--- src/rtl/reg_pkg.sv ---
// Shared register-file definitions: widths, special register indices and
// the writeback entry type. The register file and its write-side queue
// both import this package.
package reg_pkg;

    localparam int unsigned XLEN      = 32;
    localparam int unsigned REG_ADR_W = 6;
    localparam int unsigned PC_IDX    = 32;
    localparam int unsigned REG_ZERO  = 0;

    typedef struct packed {
        logic [REG_ADR_W-1:0] adr;
        logic [XLEN-1:0]      data;
    } wb_entry_t;

    // True for an index the queue may store: not the zero register and
    // below the PC slot.
    function automatic logic is_gpr_idx(input int unsigned idx);
        return (idx != REG_ZERO) && (idx < PC_IDX);
    endfunction

    // True for the PC slot and anything above it.
    function automatic logic is_pc_or_above(input int unsigned idx);
        return idx >= PC_IDX;
    endfunction

endpackage

--- src/rtl/reg_wb_queue_fwd_lookup.sv ---
// Forwarding lookup over the writeback queue: finds the youngest valid
// entry whose address matches the lookup address. Purely combinational.
module reg_wb_fwd_lookup #(
    parameter int DEPTH = 4,
    parameter int XLEN  = 32,
    parameter int ADR_W = 6
) (
    input  logic [ADR_W-1:0]         i_adr [DEPTH],
    input  logic [XLEN-1:0]          i_data [DEPTH],
    input  logic [$clog2(DEPTH)-1:0] i_head,
    input  logic [$clog2(DEPTH):0]   i_count,
    input  logic [ADR_W-1:0]         i_radr,
    output logic                     o_hit,
    output logic [XLEN-1:0]          o_data
);
    import reg_pkg::*;

    localparam int PTR_W = $clog2(DEPTH);
    localparam int CNT_W = PTR_W + 1;

    logic            w_hit;
    logic [XLEN-1:0] w_data;

    // Walk from oldest (head) to youngest; a later match overwrites an
    // earlier one so the entry closest to the tail wins. Slots beyond the
    // live count are ignored, and the zero register / PC slot never hit.
    always_comb begin
        w_hit  = 1'b0;
        w_data = '0;
        if (is_gpr_idx(32'(i_radr))) begin
            for (int k = 0; k < DEPTH; k++) begin
                if ((CNT_W'(k) < i_count) &&
                    (i_adr[i_head + PTR_W'(k)] == i_radr)) begin
                    w_hit  = 1'b1;
                    w_data = i_data[i_head + PTR_W'(k)];
                end
            end
        end
    end

    assign o_hit  = w_hit;
    assign o_data = w_data;

endmodule

--- src/rtl/reg_wb_queue.sv ---
// Writeback queue in front of the register file write port. Buffers
// retiring results, writes at most one per cycle in arrival order, and
// offers decode a youngest-match forwarding view of everything still
// queued. The PC slot is never written from here.
module reg_wb_queue #(
    parameter int DEPTH = 4,
    parameter int XLEN  = reg_pkg::XLEN,
    parameter int ADR_W = reg_pkg::REG_ADR_W
) (
    input  logic             clk,
    input  logic             reset,
    // Producer side
    input  logic             WB_VALID_RE,
    output logic             WB_READY_SW,
    input  logic [ADR_W-1:0] WB_ADR_RE,
    input  logic [XLEN-1:0]  WB_DATA_RE,
    // Register file write port
    input  logic             DRAIN_EN_SD,
    output logic [XLEN-1:0]  WDATA_SW,
    output logic [ADR_W-1:0] WADR_SW,
    output logic             WENABLE_SW,
    // Decode forwarding lookup
    input  logic [ADR_W-1:0] RADR1_SD,
    input  logic [ADR_W-1:0] RADR2_SD,
    output logic             FWD_HIT1_SW,
    output logic [XLEN-1:0]  FWD_DATA1_SW,
    output logic             FWD_HIT2_SW,
    output logic [XLEN-1:0]  FWD_DATA2_SW,
    // Status
    output logic             DROP_ERR_SW,
    output logic             EMPTY_SW
);
    import reg_pkg::*;

    localparam int PTR_W = $clog2(DEPTH);
    localparam int CNT_W = PTR_W + 1;

    // Entry storage; only slots between head and head+count are live.
    logic [ADR_W-1:0] r_adr  [DEPTH];
    logic [XLEN-1:0]  r_data [DEPTH];

    logic [PTR_W-1:0] r_head;
    logic [PTR_W-1:0] r_tail;
    logic [CNT_W-1:0] r_count;
    logic             r_drop_err;

    logic w_empty;
    logic w_full;
    logic w_accept;
    logic w_push;
    logic w_drop;
    logic w_pop;

    // Handshake: a transfer happens on a rising edge where WB_VALID_RE and
    // WB_READY_SW are both high. WB_READY_SW comes from registered
    // occupancy only, so it never depends on WB_VALID_RE or DRAIN_EN_SD in
    // the same cycle; the producer holds address/data stable while valid
    // is high and ready is low.
    assign w_empty  = (r_count == '0);
    assign w_full   = (r_count == CNT_W'(DEPTH));
    assign w_accept = WB_VALID_RE && !w_full;

    // Register 0 is silently consumed, the PC slot and above are consumed
    // and flagged, everything else is queued.
    assign w_push = w_accept && is_gpr_idx(32'(WB_ADR_RE));
    assign w_drop = w_accept && is_pc_or_above(32'(WB_ADR_RE));

    // The head is written whenever something is queued and drain is allowed.
    assign w_pop = !w_empty && DRAIN_EN_SD;

    assign WB_READY_SW = !w_full;
    assign WENABLE_SW  = w_pop;
    assign WADR_SW     = w_empty ? '0 : r_adr[r_head];
    assign WDATA_SW    = w_empty ? '0 : r_data[r_head];
    assign EMPTY_SW    = w_empty;
    assign DROP_ERR_SW = r_drop_err;

    // Store an accepted legal result at the tail slot. Data slots carry no
    // reset: a slot is only observed once the count covers it.
    always_ff @(posedge clk) begin
        if (!reset && w_push) begin
            r_adr[r_tail]  <= WB_ADR_RE;
            r_data[r_tail] <= WB_DATA_RE;
        end
    end

    // Pointer, occupancy and drop-flag update; reset wins over any
    // transfer or drain in the same cycle.
    always_ff @(posedge clk) begin
        if (reset) begin
            r_head     <= '0;
            r_tail     <= '0;
            r_count    <= '0;
            r_drop_err <= 1'b0;
        end else begin
            r_drop_err <= w_drop;
            if (w_push) begin
                r_tail <= r_tail + PTR_W'(1);
            end
            if (w_pop) begin
                r_head <= r_head + PTR_W'(1);
            end
            case ({w_push, w_pop})
                2'b10:   r_count <= r_count + CNT_W'(1);
                2'b01:   r_count <= r_count - CNT_W'(1);
                default: r_count <= r_count;
            endcase
        end
    end

    reg_wb_fwd_lookup #(
        .DEPTH (DEPTH),
        .XLEN  (XLEN),
        .ADR_W (ADR_W)
    ) u_fwd1 (
        .i_adr   (r_adr),
        .i_data  (r_data),
        .i_head  (r_head),
        .i_count (r_count),
        .i_radr  (RADR1_SD),
        .o_hit   (FWD_HIT1_SW),
        .o_data  (FWD_DATA1_SW)
    );

    reg_wb_fwd_lookup #(
        .DEPTH (DEPTH),
        .XLEN  (XLEN),
        .ADR_W (ADR_W)
    ) u_fwd2 (
        .i_adr   (r_adr),
        .i_data  (r_data),
        .i_head  (r_head),
        .i_count (r_count),
        .i_radr  (RADR2_SD),
        .o_hit   (FWD_HIT2_SW),
        .o_data  (FWD_DATA2_SW)
    );

endmodule

--- config.mk ---
export PLATFORM = sky130hd
export DESIGN_NAME = reg_wb_queue
export DESIGN_NICKNAME = d
export VERILOG_FILES = /design/src/rtl/reg_pkg.sv /design/src/rtl/reg_wb_queue_fwd_lookup.sv /design/src/rtl/reg_wb_queue.sv
export SDC_FILE = /design/constraint.sdc
export NUM_CORES = 1
export LEC_CHECK = 0
export CORE_ASPECT_RATIO = 1.75
export CORE_UTILIZATION = 62
export CTS_BUF_LIST = sky130_fd_sc_hd__clkbuf_8
export CTS_CLUSTER_SIZE = 14
export DETAILED_ROUTE_END_ITERATION = 10
export HOLD_SLACK_MARGIN = 0.05
export PLACE_DENSITY = 0.86
export SLEW_MARGIN = 20
export SYNTH_ARGS = -nofsm -noshare
export SYNTH_HDL_FRONTEND = slang
export SYNTH_SLANG_ARGS = --single-unit
--- constraint.sdc ---
create_clock -name clk -period 5.03 [get_ports clk]
set_input_delay 1.006 -clock clk [delete_from_list [all_inputs] [get_ports clk]]
set_output_delay 1.006 -clock clk [all_outputs]
set_load 0.02 [all_outputs]
==> reports/metrics.csv, run 1 <==
stage,metric,value,unit
routing,DR pass1 iterations,6,
clock_network,CTS Root Cell,clkbuf_8,
clock_network,CTS tree,done,
clock_network,CTS Sinks,160,
routing,antenna-violating nets left,0,
setup_path,"slowest stage delay, CP",0.68,ns
power_and_ir_drop,Max IR drop VDD,0.3384,mV
die,die height,185.6,µm
finish,layout overhead on the synthesized area,23.76,%
status,status,completed,
setup_path,reg2reg setup slack,1.84,ns
power_and_ir_drop,Overall Power,5.444,mW
grt,total track usage,38.03,%
routing,Total Routed Length,37310,µm
setup_path,CP max-delay cell,clkdlybuf4s50_1,
routing,drt via density,6.853,
synthesis,"count leader, synth",nand2_1,
synthesis,Syn Inst Count,1254,
synthesis,sequential-to-total area share from yosys stat,39.56,%
timing,Worst Skew,0.01521,ns
clock_network,H-tree depth,4,
finish,layout cells sized above 1,16.56,%
setup_path,Critical Path AT,3.99,ns
routing,DRC Markers,0,
routing,vias post-DR,11320,
clock_network,Worst-path clk slew,0.07,ns
grt,vias in the first global route,11250,
setup_path,crit start category,flip-flop,
synthesis,library cells used by synthesis,52,
finish,final net count,1466,
setup_path,"critical path fanouts, max",11,
timing,period utilization,99.22,%
routing,DR iter-0 viols,1261,
synthesis,cell taking the most area after synthesis,edfxtp_1,
grt,largest net degree at the start of global routing,131,
synthesis,Yosys top cell area share,38.22,%
setup_path,critical path type,flip-flop to output port,
setup_path,cell breakdown of the critical path,buf_4 > mux4_2 > xor2_1 > or4_1 > or3_4 > nor3_1 > a211oi_1 > o32ai_1 > clkdlybuf4s50_1,
flow_run,MaxCap Viol Count,0,
synthesis,"top cells by area, synth","edfxtp_1, mux2i_1, nand2_1",
timing,Tightest Pin Transition,0.7517,ns
die,io pins,162,
place,DP Cell Count,1614,
synthesis,"top cells by count, synth","nand2_1, edfxtp_1, nor2_1, mux2i_1, a21oi_1",
synthesis,dominant synthesized flop cell,edfxtp_1,
clock_network,Bufs on Longest Clock Path,2,
synthesis,syn_nets,1317,
hold_path,type of the worst min-delay path,flip-flop to flip-flop,
die,Die Span X,106.9,µm
timing,setup violators final,0,
place,Placer Congestion,0.9444,
finish,fin area,14780,µm²
power_and_ir_drop,Leakage Power,5.737,nW
finish,"non-filler cells, final",1652,
timing,"Hold Vio Cnt, Final",0,
place,Area after DPL,14240,µm²
die,initial core utilization,63.70,%
place,DP Wirelength,25050,µm
timing,Period minus WS final,4.991,ns
setup_path,CP endpoint kind,output port,
die,core area,18750,µm²
synthesis,"FF+latch count, synth",160,
finish,"Core Util, Final",78.84,%
timing,relative slew slack,49.78,%
synthesis,ys async rst share,0,%
synthesis,number of synthesized flops with an enable pin,152,
power_and_ir_drop,power density over cell area,368.4,nW/µm²
grt,GRT overflow,0,
routing,routed len/inst,22.58,µm
grt,first-pass GRT wire length,56810,µm
clock_network,Num CTS Buffers,17,
timing,Slew Limit Fails,0,
synthesis,Syn Area/Cell,9.523,µm²
die,die area,19840,µm²
die,row count,66,
timing,setup_tns,0,ns
timing,Fmax achieved,200.4,MHz
grt,initial antenna violation count,2,
place,# port buffers,161,
synthesis,Post-Syn Area,11940,µm²
setup_path,WP data required,4.02,ns
clock_network,worst skew pair latency,0.47,ns
synthesis,Synth Warn #,0,
## cell usage in the layout, fill, tap and decap left out, drive strengths merged, types with 29 or more instances in the layout
master	synthesis	layout
a311oi	29	29
mux2i	107	107
nor3	44	44
a21oi	78	78
xnor2	30	30
mux2	53	53
clkdlybuf4s50	0	106
buf	60	97
nand2	195	195
dlymetal6s2s	0	35
o21ai	56	56
nor2	117	117
edfxtp	152	152
## state kept, by name, indices dropped and copies added, names as in the netlist
register,cells
r_head,2
r_tail,2
DROP_ERR_SW,1
r_count,3
r_adr,24
r_data,128
## cells by family after synthesis
group	share of synthesized area, %
muxes	18.12
adders and majority gates	0.9430
and+or+nand+nor	16.83
buffers and inverters	5.050
DFF	39.56
AOI/OAI and AO/OA	15.69
xor gates and xnor gates	3.814
## worst paths after layout
kind	to	cells past startpoint	from
max	FWD_DATA1_SW[5]	9	r_head[0]
min	r_tail[1]	2	r_tail[1]
max reg2reg	r_data[104]	9	r_count[0]
min reg2reg	r_tail[1]	2	r_tail[1]
## per-stage QoR
stage	hold slack (ns)	setup WS, ns
4_1_cts	0.4972	0.001454
2_1_floorplan	0.4692	0.8692
5_1_grt	0.5376	-0.01758
3_5_place_dp	0.4868	-0.2491
6_report	0.5010	0.03899
3_3_place_gp	0.4862	-0.1998
## routing by layer
layer,global-route usage [%],part of all wire [%],vias to the layer above
met1,40.21,33,5261
met3,5.742,8.9,238
met5,0,0.035,-
li1,-,-,4956
met2,67.46,51,864
met4,28.77,7.1,2
## critical path, delay by kind of cell (launching register included)
kind                      cells  cell delay (ns)
AOI/OAI and AO/OA             2             0.26
DFF                           1             0.48
buffers and inverters         2             0.83
and+or+nand+nor               3             1.26
muxes                         1             0.51
xor gates and xnor gates      1             0.17
## report_power, final
group / internal [mW] / switching, mW
clock: 0.469 / 0.455
combinational: 1.18 / 1.79
sequential: 1.50 / 0.0563
total: 3.15 / 2.30
## what timing repair did
action,CTS,global route
setup endpoints to repair,57,40
pin swaps,1,1
setup buffers,5,3
gates resized for setup,26,39
hold endpoints to repair,0,0
hold buffers,0,0
## final cells by class
cell class | instances | area [µm²]
well taps | 238 | 297.8
fillers | 1223 | 3966
clock inverters | 12 | 128.9
multi-input cells | 962 | 6715
inverters | 6 | 23.77
diodes | 1 | 2.502
clock buffers | 17 | 234.0
repair buffers | 256 | 2645
flip-flops and latches | 160 | 4732
Power figures use the tool's default switching activity.
==> run 2: changes to the inputs <==
- SETUP_SLACK_MARGIN: unset -> 0.02
==> run 2 against run 1 <==
  * Die area stayed put
  * Cell area hardly changed
  * Register-to-register slack worse by 0.02 ns
  * Sequential share of layout area hardly changed
  * Critical path type is now input pin to output port
  * Global-route usage hardly changed
  * Largest power group unchanged
==> reports/metrics.csv, run 2 (synthesized netlist as in run 1, its figures left out) <==
stage,metric,value,unit
routing,DRC Markers,0,
hold_path,min-delay src,r_tail[1],
setup_path,FF-to-FF Start,r_count[0],
grt,total track usage,38.07,%
hold_path,Hold Path Stages,2,
power_and_ir_drop,Leakage Power,5.728,nW
timing,Tightest Pin Transition,0.7724,ns
setup_path,Register-to-Register Path Depth,9,
finish,largest registers,"r_data x128, r_adr x24, r_count x3",
routing,vias post-DR,11320,
timing,Worst Skew,0.01555,ns
clock_network,Bufs on Longest Clock Path,2,
finish,layout cells sized above 1,16.56,%
timing,"Hold Vio Cnt, Final",0,
power_and_ir_drop,switching power total,2.301,mW
setup_path,WP data required,4.02,ns
power_and_ir_drop,Overall Power,5.443,mW
hold_path,WHS Endpoint,r_tail[1],
timing,period utilization,98.72,%
hold_path,type of the worst min-delay path,flip-flop to flip-flop,
grt,vias in the first global route,11270,
timing,PnR worst setup slack,0.06434,ns
grt,GRT overflow,0,
finish,Largest register FFs,128,
clock_network,CTS Sinks,160,
clock_network,CTS Root Cell,clkbuf_8,
setup_path,worst flop-to-flop path endpoint,r_data[104],
clock_network,H-tree depth,4,
clock_network,CTS tree,done,
power_and_ir_drop,Reg power frac,28.6,%
setup_path,cell breakdown of the critical path,clkdlybuf4s50_1 > buf_4 > buf_4 > xor2_1 > a31oi_1 > nor3_4 > buf_12 > buf_4 > o21bai_1 > o31a_1 > clkdlybuf4s50_1,
power_and_ir_drop,Clock Power Share,17.1,%
finish,Largest Register,r_data,
setup_path,reg2reg setup slack,1.82,ns
die,initial core utilization,63.70,%
die,die area,19840,µm²
routing,routed len/inst,22.63,µm
finish,most frequent cells in the layout,"nand2_1, edfxtp_1, nor2_1",
status,status,completed,
die,io pins,162,
power_and_ir_drop,cell internal pwr,3.142,mW
die,die height,185.6,µm
timing,Final Hold Slack,0.4982,ns
finish,layout overhead on the synthesized area,23.66,%
timing,Period minus WS final,4.966,ns
routing,DR iter-0 viols,1266,
timing,relative slew slack,48.51,%
routing,DR pass1 iterations,6,
die,row count,66,
power_and_ir_drop,switching share of power,42.28,%
setup_path,critical path type,input pin to output port,
clock_network,Worst-path clk slew,0.07,ns
power_and_ir_drop,power density over cell area,368.6,nW/µm²
timing,Slew Limit Fails,0,
clock_network,Num CTS Buffers,17,
finish,"most common cell after layout, fill and taps aside",nand2_1,
routing,Total Routed Length,37390,µm
place,# port buffers,161,
routing,antenna-violating nets left,0,
setup_path,CP Buf/Inv Count,6,
grt,largest net degree at the start of global routing,131,
die,Die Span X,106.9,µm
timing,Fmax achieved,201.4,MHz
die,core area,18750,µm²
flow_run,MaxCap Viol Count,0,
place,Place WS,-0.2491,ns
setup_path,CP endpoint kind,output port,
place,DP Wirelength,25050,µm
place,Placer Congestion,0.9444,
place,DP Cell Count,1614,
setup_path,"slowest stage delay, CP",0.62,ns
setup_path,crit start category,input pin,
routing,drt via density,6.850,
setup_path,CP max-delay cell,clkdlybuf4s50_1,
clock_network,Post-CTS Hold Buffers,0,
finish,Reg area,4732,µm²
clock_network,worst skew pair latency,0.47,ns
finish,FILL cells,1225,
finish,"non-filler cells, final",1652,
setup_path,Critical Path AT,3.96,ns
timing,setup_tns,0,ns
finish,final net count,1466,
power_and_ir_drop,Max IR drop VDD,0.3357,mV
timing,setup violators final,0,
timing,RSZ-0062 raised after global routing,false,
grt,initial antenna violation count,2,
setup_path,CP top delay family,buffers and inverters,
power_and_ir_drop,combinational share of power,54.3,%
setup_path,"most used cell, CP",buf_4,
finish,area of the multi-input gates,6715,µm²
grt,first-pass GRT wire length,56860,µm
setup_path,"critical path fanouts, max",26,
[run 2: changes by cell type in the layout (fill, tap and decap cells not counted)]
cell             before  now
dlygate4sd2_1        18   24
clkdlybuf4s50_1     106  102
dlymetal6s2s_1       35   33
[run 2: tightest hold or removal path: cells and delay by family, from the launching register on]
kind               cells  cell delay (ns)
DFF                    1             0.34
and+or+nand+nor        1             0.06
AOI/OAI and AO/OA      1             0.05
[run 2: cell type report]
class,count,area share [%]
Multi-Input combinational cell,962,45.48
Sequential cell,160,32.05
Timing Repair Buffer,256,17.83
Tap cell,238,2.017
Clock buffer,17,1.584
Clock inverter,12,0.8727
Inverter,6,0.1610
Antenna cell,1,0.01695
[run 2: repair_timing]
action | CTS | global route
endpoints found under the setup margin | 61 | 38
gates resized for setup | 32 | 37
pin swaps | 1 | 2
buffers inserted | 5 | 3
[run 2: layer usage]
metal	wire, µm	track usage (%)	up-vias	part of all wire, %
met3	3294	5.742	244	8.8
met1	12090	40.23	5249	32
li1	-	-	4954	-
met2	19310	67.59	868	52
met5	13	0	-	0.035
met4	2677	28.77	2	7.2
[run 2: power groups by stage]
| stage | clock network (mW) | registers (mW) | logic [mW] |
|---|---|---|---|
| floorplan | 0 | 1.55 | 1.89 |
| global placement | 0 | 1.59 | 2.77 |
| detailed placement | 0 | 1.60 | 2.84 |
| CTS | 0.922 | 1.56 | 2.90 |
| global route | 0.968 | 1.56 | 3.16 |
| finish | 0.929 | 1.56 | 2.96 |
[run 2: worst max-delay path by stage]
| stage | start | endpoint | slack, ns | cells past startpoint |
|---|---|---|---|---|
| 2_1_floorplan | RADR2_SD[2] | FWD_DATA2_SW[6] | 0.87 | 7 |
| 3_3_place_gp | RADR2_SD[3] | FWD_DATA2_SW[7] | -0.20 | 9 |
| 3_5_place_dp | RADR2_SD[3] | FWD_DATA2_SW[7] | -0.25 | 9 |
| 4_1_cts | r_head[0] | FWD_DATA1_SW[3] | 0.02 | 11 |
| 5_1_grt | RADR2_SD[0] | FWD_DATA2_SW[23] | 0.03 | 11 |
| 6_report | RADR2_SD[0] | FWD_DATA2_SW[23] | 0.06 | 11 |
[run 2: per-stage QoR]
step | utilization (%) | area, µm²
2_1_floorplan | - | 11940
3_3_place_gp | 75.98 | 14240
3_5_place_dp | 75.98 | 14240
4_1_cts | 78.11 | 14640
5_1_grt | 78.77 | 14770
6_report | 78.77 | 14770
==> run 3: changes to the inputs <==
- CTS_CLUSTER_DIAMETER: unset -> 120
- HOLD_SLACK_MARGIN: 0.05 -> 0.02
- SKIP_CTS_REPAIR_TIMING: unset -> 1
==> run 3 against run 2 <==
  * Register-to-register slack hardly changed
  * Setup slack worse by 0.0077 ns
  * Global-route usage is 0.47 points lower
  * Worst hold slack worse by 0.00086 ns
  * Non-clock buffer count is 6 higher
  * Utilization is 0.81 points higher
  * Power is 0.54% higher
  * Critical endpoint is now FWD_DATA1_SW[5]
  * Clock power is 0.6% lower
  * Combinational power is 1% higher
  * Largest cell class unchanged
  * Highest routed layer unchanged
  * Largest power group unchanged
  * Sequential share of layout area is 0.33 points lower
==> reports/metrics.csv, run 3 (synthesized netlist as in run 1, its figures left out) <==
stage,metric,value,unit
status,status,completed,
hold_path,Hold Path Stages,2,
hold_path,type of the worst min-delay path,flip-flop to flip-flop,
timing,Worst Skew,0.01524,ns
grt,vias in the first global route,11230,
timing,Final Hold Slack,0.4974,ns
grt,largest net degree at the start of global routing,131,
timing,RSZ-0062 raised after global routing,false,
finish,final net count,1472,
setup_path,worst flop-to-flop path endpoint,r_data[104],
clock_network,Worst-path clk slew,0.08,ns
finish,"Core Util, Final",79.58,%
hold_path,WHS Endpoint,r_tail[1],
clock_network,CTS Root Cell,clkbuf_8,
finish,Reg area,4732,µm²
finish,largest registers,"r_data x128, r_adr x24, r_count x3",
die,io pins,162,
timing,Tightest Pin Transition,0.7829,ns
finish,FILL cells,1194,
place,Placer Congestion,0.9444,
finish,most frequent cells in the layout,"nand2_1, edfxtp_1, nor2_1",
timing,relative slew slack,47.69,%
clock_network,worst skew pair latency,0.47,ns
finish,Largest register FFs,128,
timing,"Hold Vio Cnt, Final",0,
setup_path,reg2reg setup slack,1.83,ns
die,die height,185.6,µm
grt,first-pass GRT wire length,56190,µm
place,# port buffers,161,
timing,Period minus WS final,4.973,ns
routing,antenna-violating nets left,0,
die,core area,18750,µm²
finish,"non-filler cells, final",1658,
setup_path,Register-to-Register Path Depth,9,
die,initial core utilization,63.70,%
timing,PnR worst setup slack,0.05661,ns
setup_path,WP data required,4.02,ns
timing,Slew Limit Fails,0,
power_and_ir_drop,Leakage Power,6.174,nW
flow_run,MaxCap Viol Count,0,
setup_path,critical path type,flip-flop to output port,
timing,setup_tns,0,ns
routing,Total Routed Length,37650,µm
clock_network,Bufs on Longest Clock Path,2,
finish,"most common cell after layout, fill and taps aside",nand2_1,
clock_network,Num CTS Buffers,17,
setup_path,CP endpoint kind,output port,
routing,vias post-DR,11330,
power_and_ir_drop,power density over cell area,366.9,nW/µm²
die,die area,19840,µm²
place,DP Cell Count,1614,
place,Place WS,-0.2491,ns
timing,Fmax achieved,201.1,MHz
routing,DR iter-0 viols,1171,
setup_path,crit start category,flip-flop,
hold_path,min-delay src,r_tail[1],
routing,DR pass1 iterations,6,
finish,Largest Register,r_data,
grt,total track usage,37.60,%
die,Die Span X,106.9,µm
setup_path,"critical path fanouts, max",11,
setup_path,Critical Path AT,3.97,ns
die,row count,66,
clock_network,H-tree depth,4,
finish,layout overhead on the synthesized area,24.93,%
setup_path,FF-to-FF Start,r_count[0],
finish,area of the multi-input gates,6714,µm²
timing,setup violators final,0,
finish,layout cells sized above 1,16.70,%
power_and_ir_drop,Max IR drop VDD,0.3390,mV
grt,initial antenna violation count,2,
timing,period utilization,98.87,%
routing,routed len/inst,22.71,µm
routing,DRC Markers,0,
grt,GRT overflow,0,
routing,drt via density,6.834,
place,DP Wirelength,25050,µm
clock_network,CTS tree,done,
clock_network,CTS Sinks,160,
-- run 3: cell types whose count changed in the layout (fill, tap and decap cells not counted), moves of 2 or more --
cell and delta:
buf_4 +5, clkdlybuf4s50_1 -3, dlymetal6s2s_1 +29, dlygate4sd2_1 -24
buf_6 -2
-- run 3: final cells by class --
cell class	count	share of cell area [%]
antenna	1	0.01677
clock buffer	17	1.568
clock inverter	12	0.8639
inverter	6	0.1594
multi-input combinational	962	45.01
sequential	160	31.72
tap	238	1.996
timing repair buffer	262	18.67
-- run 3: how the worst max path moves through the flow --
stage,slack [ns],end,cells past startpoint,from
global route,0.01,FWD_DATA1_SW[5],9,r_head[0]
finish,0.06,FWD_DATA1_SW[5],9,r_head[0]
detailed placement,-0.25,FWD_DATA2_SW[7],9,RADR2_SD[3]
CTS,-0.38,FWD_DATA2_SW[7],9,r_head[0]
global placement,-0.20,FWD_DATA2_SW[7],9,RADR2_SD[3]
floorplan,0.87,FWD_DATA2_SW[6],7,RADR2_SD[2]
-- run 3: per-layer routing --
metal / vias to the layer above / share of wire, % / global-route usage [%]
li1: 4973 / - / -
met1: 5286 / 32 / 39.61
met2: 841 / 52 / 66.53
met3: 229 / 9.4 / 5.812
met4: 2 / 6.7 / 28.99
met5: - / 0.035 / 0
-- run 3: report_power, final --
part           internal (mW)  total [mW]  switching (mW)
clock                  0.469       0.923           0.454
combinational           1.19        3.00            1.80
sequential              1.50        1.55          0.0544
total                   3.16        5.47            2.31
-- run 3: worst max-delay path, cell delays in order (launching register included) --
cell and delay, ns:
dfxtp_4 0.46, buf_4 0.15, mux4_2 0.50, xor2_1 0.16, or4_1 0.60, or3_4 0.48, nor3_1 0.20, a211oi_1 0.07
o32ai_1 0.19, clkdlybuf4s50_1 0.68
-- run 3: stage by stage --
stage	power (mW)	area [µm²]
6_report	5.473	14920
5_1_grt	5.720	14920
4_1_cts	5.351	14610
3_5_place_dp	4.436	14240
3_3_place_gp	4.361	14240
2_1_floorplan	3.442	11940
